==> src/rtl/btn_conditioner_pkg.sv <==
// rtl/btn_conditioner_pkg.sv - shared constants and width helpers for the button conditioner
package btn_conditioner_pkg;

   localparam int CLK_HZ                = 100_000_000;
   localparam int N_BTN_DEFAULT         = 3;
   localparam int DB_CYCLES_DEFAULT     = CLK_HZ / 100;  // 10 ms
   localparam int REPEAT_DELAY_DEFAULT  = CLK_HZ / 2;
   localparam int REPEAT_PERIOD_DEFAULT = CLK_HZ / 10;

   localparam int BTN_TEMP_STOP   = 0;
   localparam int BTN_COMPLETION  = 1;
   localparam int BTN_CHECK_TOTAL = 2;

   // Bits needed to hold counts 0..n-1; never narrower than one bit.
   function automatic int cnt_width(input int n);
      return (n <= 2) ? 1 : $clog2(n);
   endfunction

   function automatic int max2(input int a, input int b);
      return (a > b) ? a : b;
   endfunction

endpackage

==> src/rtl/btn_conditioner_if.sv <==
// rtl/btn_conditioner_if.sv - raw button inputs and conditioned level/pulse outputs
interface btn_conditioner_if
   import btn_conditioner_pkg::*;
#(
   parameter int N_BTN = N_BTN_DEFAULT
);

   logic [N_BTN-1:0] btn_in;
   logic [N_BTN-1:0] btn_level;
   logic [N_BTN-1:0] btn_press;
   logic [N_BTN-1:0] btn_release;

   modport master (output btn_in, input btn_level, input btn_press, input btn_release);
   modport slave  (input btn_in, output btn_level, output btn_press, output btn_release);

endinterface

==> src/rtl/btn_debounce_ch.sv <==
// rtl/btn_debounce_ch.sv - one button: 2-flop sync, debounce, press/release pulses
// Optional hold auto-repeat on btn_press when BTN_HOLD_REPEAT_EN is defined.
module btn_debounce_ch
   import btn_conditioner_pkg::*;
#(
   parameter int DB_CYCLES     = DB_CYCLES_DEFAULT,
   parameter int REPEAT_DELAY  = REPEAT_DELAY_DEFAULT,
   parameter int REPEAT_PERIOD = REPEAT_PERIOD_DEFAULT
) (
   input  logic clk100,
   input  logic rst,
   input  logic btn_in,
   output logic btn_level,
   output logic btn_press,
   output logic btn_release
);

   localparam int            CW       = cnt_width(DB_CYCLES);
   localparam logic [CW-1:0] CNT_LAST = CW'(DB_CYCLES - 1);

   if (DB_CYCLES < 2 || REPEAT_DELAY < 1 || REPEAT_PERIOD < 1) begin : g_bad_params
      $error("btn_debounce_ch: illegal timing parameters");
   end

   logic          s1;
   logic          s2;
   logic          stable;
   logic [CW-1:0] cnt;
   logic          accept;
   logic          rep_fire;

   assign accept    = (s2 != stable) && (cnt == CNT_LAST);
   assign btn_level = stable;

   always_ff @(posedge clk100 or negedge rst) begin
      if (!rst) begin
         s1          <= 1'b0;
         s2          <= 1'b0;
         stable      <= 1'b0;
         cnt         <= '0;
         btn_press   <= 1'b0;
         btn_release <= 1'b0;
      end else begin
         s1          <= btn_in;
         s2          <= s1;
         // An accepted release outranks a coinciding repeat, so press and release never overlap.
         btn_press   <= accept ? s2 : rep_fire;
         btn_release <= accept & ~s2;
         if (s2 == stable) begin
            cnt <= '0;
         end else if (accept) begin
            stable <= s2;
            cnt    <= '0;
         end else begin
            cnt <= cnt + 1'b1;
         end
      end
   end

`ifdef BTN_HOLD_REPEAT_EN
   localparam int RW = cnt_width(max2(REPEAT_DELAY, REPEAT_PERIOD));

   logic [RW-1:0] rcnt;
   logic          rep_phase;  // 0 = waiting out the initial delay, 1 = periodic repeats

   assign rep_fire = stable && (rep_phase ? (rcnt == RW'(REPEAT_PERIOD - 1))
                                          : (rcnt == RW'(REPEAT_DELAY - 1)));

   always_ff @(posedge clk100 or negedge rst) begin
      if (!rst) begin
         rcnt      <= '0;
         rep_phase <= 1'b0;
      end else if (!stable || accept) begin
         rcnt      <= '0;
         rep_phase <= 1'b0;
      end else if (rep_fire) begin
         rcnt      <= '0;
         rep_phase <= 1'b1;
      end else begin
         rcnt <= rcnt + 1'b1;
      end
   end
`else
   assign rep_fire = 1'b0;
`endif

endmodule

==> src/rtl/btn_conditioner.sv <==
// rtl/btn_conditioner.sv - N_BTN independent debounced button channels
// Optional hold auto-repeat on btn_press when BTN_HOLD_REPEAT_EN is defined.
module btn_conditioner
   import btn_conditioner_pkg::*;
#(
   parameter int N_BTN         = N_BTN_DEFAULT,
   parameter int DB_CYCLES     = DB_CYCLES_DEFAULT,
   parameter int REPEAT_DELAY  = REPEAT_DELAY_DEFAULT,
   parameter int REPEAT_PERIOD = REPEAT_PERIOD_DEFAULT
) (
   input  logic              clk100,
   input  logic              rst,
   btn_conditioner_if.slave  bus
);

   for (genvar i = 0; i < N_BTN; i++) begin : g_ch
      btn_debounce_ch #(
         .DB_CYCLES     (DB_CYCLES),
         .REPEAT_DELAY  (REPEAT_DELAY),
         .REPEAT_PERIOD (REPEAT_PERIOD)
      ) u_ch (
         .clk100      (clk100),
         .rst         (rst),
         .btn_in      (bus.btn_in[i]),
         .btn_level   (bus.btn_level[i]),
         .btn_press   (bus.btn_press[i]),
         .btn_release (bus.btn_release[i])
      );
   end

endmodule

==> src/flat_wrapper.sv <==
// flat-port wrapper written by rule: the top's interface ports become plain ports
module btn_conditioner_flat import btn_conditioner_pkg::*;
#(
   parameter int N_BTN         = N_BTN_DEFAULT,
   parameter int DB_CYCLES     = DB_CYCLES_DEFAULT,
   parameter int REPEAT_DELAY  = REPEAT_DELAY_DEFAULT,
   parameter int REPEAT_PERIOD = REPEAT_PERIOD_DEFAULT
)
  (clk100, rst, bus_btn_in, bus_btn_level, bus_btn_press, bus_btn_release);
  btn_conditioner_if #(.N_BTN(N_BTN)) bus_i ();
  input  logic clk100;
  input  logic rst;
  input wire logic [$bits(bus_i.btn_in)-1:0] bus_btn_in;
  output wire logic [$bits(bus_i.btn_level)-1:0] bus_btn_level;
  output wire logic [$bits(bus_i.btn_press)-1:0] bus_btn_press;
  output wire logic [$bits(bus_i.btn_release)-1:0] bus_btn_release;
  assign bus_i.btn_in = bus_btn_in;
  assign bus_btn_level = bus_i.btn_level;
  assign bus_btn_press = bus_i.btn_press;
  assign bus_btn_release = bus_i.btn_release;
  btn_conditioner #(.N_BTN(N_BTN), .DB_CYCLES(DB_CYCLES), .REPEAT_DELAY(REPEAT_DELAY), .REPEAT_PERIOD(REPEAT_PERIOD)) u_core (.clk100(clk100), .rst(rst), .bus(bus_i));
endmodule
==> config.mk <==
export PLATFORM = sky130hd
export DESIGN_NAME = btn_conditioner_flat
export DESIGN_NICKNAME = d
export VERILOG_FILES = /design/src/rtl/btn_conditioner_pkg.sv /design/src/rtl/btn_conditioner_if.sv /design/src/rtl/btn_debounce_ch.sv /design/src/rtl/btn_conditioner.sv /design/src/flat_wrapper.sv
export SDC_FILE = /design/constraint.sdc
export NUM_CORES = 1
export LEC_CHECK = 0
export CAP_MARGIN = 20
export CORE_UTILIZATION = 42
export CTS_CLUSTER_DIAMETER = 100
export DETAILED_ROUTE_END_ITERATION = 8
export MAX_ROUTING_LAYER = met4
export SYNTH_ARGS = -nofsm -noshare
export SYNTH_HDL_FRONTEND = slang
export SYNTH_SLANG_ARGS = --single-unit
==> constraint.sdc <==
create_clock -name clk100 -period 3.2 [get_ports clk100]
set_clock_uncertainty 0.15 [all_clocks]
set_input_delay 0.64 -clock clk100 [delete_from_list [all_inputs] [get_ports clk100]]
set_output_delay 0.64 -clock clk100 [all_outputs]
set_load 0.03 [all_outputs]
==> run_results.csv <==
group,metric,value,unit
synth,synth-seq-area-share,52.9,%
die,start_util,43.4,%
synth,synth_warnings,0,
synth,syn_avg_cell_area,9.98,um2
placed_design,place_congestion,0.807,
sta,max_slew_margin,37.7,%
cells_and_area,syn_to_final_growth,10.2,%
cts,cts_root_buffer,"clkbuf_8",
sta,setup_viol,0,
run,maxCapViolCount,0,
drt,drtIter0Drc,177,
drt,num_vias,2467,
cts,clock_sinks,75,
cts,cts_tree,"done",
synth,async_reset_ff_share,100,%
die,std_cell_rows,33,
cells_and_area,drive_gt1_share,8.47,%
worst_setup_path,crit_buf_inv,0,
global_routing,grt_pass1_vias,2402,
synth,synth_top_area_share,52.9,%
sta,finalCriticalPeriod,2.31,ns
synth,yosys.area.top_type,"dfrtp_1",
sta,rsz0062_at_grt,"no",
die,ios,14,
synth,syn_area,3540,um2
drt,detail-route-antenna-nets,0,
synth,synth_edf_count,0,
placed_design,place_hpwl,4.06,mm
sta,max_freq,0.432,GHz
global_routing,grt_util_met3,5.99,%
drt,wire_per_inst,13.1,um
power_and_ir_drop,fin_total_pwr,1760,uW
cts,clkLatencyLatePin,0.34,ns
cells_and_area,nets,369,
cells_and_area,diodes,0,
cts,cts_buffer_depth,2,
worst_setup_path,crit_top_cell,"or4_1",
worst_setup_path,arrival,2.43,ns
power_and_ir_drop,leakage,0.00153,uW
worst_setup_path,critPathMaxFanout,8,
run_status,failed_checks,"DRC",
sta,finalMaxSlewViolations,0,
die,die_h,93.9,um
worst_setup_path,crit_type,"flip-flop to flip-flop",
global_routing,grt_use_total,16.8,%
hold_path,whs_path_depth,0,
sta,whs,0.206,ns
worst_setup_path,crit_required,3.31,ns
synth,synth_cell_types,37,
worst_setup_path,regToRegStartpoint,"u_core.g_ch[0].u_ch.cnt[0]",
sta,tightest_slew,0.934,ns
synth,syn_nets,363,
global_routing,grt_max_degree,76,
cts,ctsHoldBuffers,0,
die,die_x,93.9,um
cts,cts_max_level,3,
die,die_area,8810,um2
synth,synthCells,355,
drt,firstDrtPassIters,6,
synth,synthTopCellsByArea,"dfrtp_1 53%, xnor2_1 7.2%, nor2_1 5.4%",
drt,routed_wl,6.18,mm
cts,cts_made_buffers,9,
hold_path,holdPathEnd,"u_core.g_ch[1].u_ch.s2",
drt,drc,2,
worst_setup_path,critPathTopFamily,"simple AND/OR/NAND/NOR gates",
global_routing,grt_pass1_wl,11.1,mm
global_routing,overflow,0,
sta,period_share,72.3,%
worst_setup_path,timing.rr.end,"u_core.g_ch[0].u_ch.cnt[18]",
cts,cts_setup_buffers,0,
run_status,status,"finished, violations left",
cells_and_area,layout.cells.non_filler,471,
placed_design,dp.cells,455,
cells_and_area,fillerInstances,784,
placed_design,port_buffers,13,
global_routing,met1_usage,21.4,%
cts,cts_resized,0,
worst_setup_path,r2r_slack,0.89,ns
synth,synthFlopType,"dfrtp_1",
power_and_ir_drop,powerDensity,451,nW/um2
worst_setup_path,worst_setup_path_end_kind,"flip-flop",
worst_setup_path,path_cells,"ha_1, nand2_1, or4_1, or4_1, a21oi_1",
sta,hold_viol_final,0,
global_routing,antenna_found_initial,0,
power_and_ir_drop,ir_drop,0.182,mV
die,core_area,8180,um2
worst_setup_path,startpoint_type,"flip-flop",
sta,fin_setup_tns,0,ns
synth,yosys_register_bits,75,
drt,vias_per_cell,5.24,
cts,path_clk_slew,0.08,ns
global_routing,grt_use_met2,24.7,%
worst_setup_path,r2r_cells,5,
worst_setup_path,cp_slowest_stage_delay,0.62,ns
worst_setup_path,cp_slowest_cell,"or4_1",
hold_path,worstHoldStart,"u_core.g_ch[1].u_ch.s1",
global_routing,busiest_layer,"met2",
hold_path,hold_path_class,"flip-flop to flip-flop",
[per-layer routing]
layer / share of wire (%) / vias to the layer above
li1: - / 1245
met1: 50 / 1175
met2: 45 / 37
met4: 1.1 / 0
met3: 3.5 / 10
met5: 0 / -
[layout by cell type, fill, tap and decap left out, types with 3 or more instances in the layout]
cell             Yosys  final
nor4_1               9      9
nand2_1             16     16
clkbuf_8             0     10
inv_1               14     14
or4_1               13     13
nand4_1             10     10
nor2_1              51     51
nor3_1              11     11
clkdlybuf4s50_1      0     12
a21oi_1             18     18
or2_2                3      3
or3_2                3      3
xnor2_1             29     29
buf_4                9      3
xor2_1              10     10
or3_1                6      6
and3_1               3      3
o21ai_0              7      7
and4b_1              3      3
nand3_1             21     21
ha_1                 3      3
o31ai_1             11     11
dfrtp_1             75     75
[cells in the mapped netlist (all sizes together), types with 10 or more instances]
cell type and count:
nand4 10, xor2 10, buf 13, nor2 51, o31ai 11, nand3 22, or4 13, nor3 11
inv 14, nand2 16, xnor2 29, dfrtp 75, a21oi 18
[how the worst max path moves through the flow]
| stage | from | endpoint | cells after the start |
|---|---|---|---|
| floorplan | u_core.g_ch[2].u_ch.cnt[6] | u_core.g_ch[2].u_ch.btn_level | 4 |
| global placement | u_core.g_ch[0].u_ch.cnt[0] | u_core.g_ch[0].u_ch.cnt[18] | 5 |
| detailed placement | u_core.g_ch[1].u_ch.cnt[0] | u_core.g_ch[1].u_ch.cnt[12] | 5 |
| CTS | u_core.g_ch[0].u_ch.cnt[0] | u_core.g_ch[0].u_ch.cnt[18] | 5 |
| global route | u_core.g_ch[1].u_ch.cnt[0] | u_core.g_ch[1].u_ch.cnt[4] | 5 |
| finish | u_core.g_ch[0].u_ch.cnt[0] | u_core.g_ch[0].u_ch.cnt[18] | 5 |
[flip-flops by register name, summed over array words and instances (netlist names)]
| name | count |
|---|---|
| u_core.g_ch.u_ch.btn_level | 3 |
| u_core.g_ch.u_ch.s2 | 3 |
| u_core.g_ch.u_ch.btn_release | 3 |
| u_core.g_ch.u_ch.cnt | 60 |
| u_core.g_ch.u_ch.btn_press | 3 |
| u_core.g_ch.u_ch.s1 | 3 |
[cells by family after synthesis]
family / after synthesis / share of synthesized area [%]
AOI/OAI and AO/OA: 40 / 6.78
muxes: 2 / 0.635
DFF: 75 / 52.9
adders and majority gates: 3 / 1.06
buffers and inverters: 34 / 4.69
and+or+nand+nor: 162 / 24.3
xor gates and xnor gates: 39 / 9.64
[cell type report]
cell class	instances	area, um2	share of cell area (%)
timing repair buffer	15	143	3.65
multi-input combinational	246	1500	38.4
clock inverter	6	63.8	1.63
inverter	14	52.6	1.35
sequential	75	1880	48.0
clock buffer	10	138	3.52
tap	105	131	3.36
[report_power, final]
group | switching [uW] | leakage [uW] | internal [uW]
logic | 39.4 | 0.000405 | 17.2
registers | 12.7 | 0.00103 | 960
clock network | 352 | 0.0000987 | 381
total | 404 | 0.00153 | 1360
[stage by stage]
step | setup WS, ns | cell area (um2) | utilization [%]
after floorplan | 1.10 | 3540 | -
after global placement | 0.951 | 3700 | 45.3
after detailed placement | 0.898 | 3700 | 45.3
after CTS | 0.889 | 3910 | 47.8
after global routing | 0.693 | 3910 | 47.8
final | 0.886 | 3910 | 47.8
(Power assumes the default switching activity.)
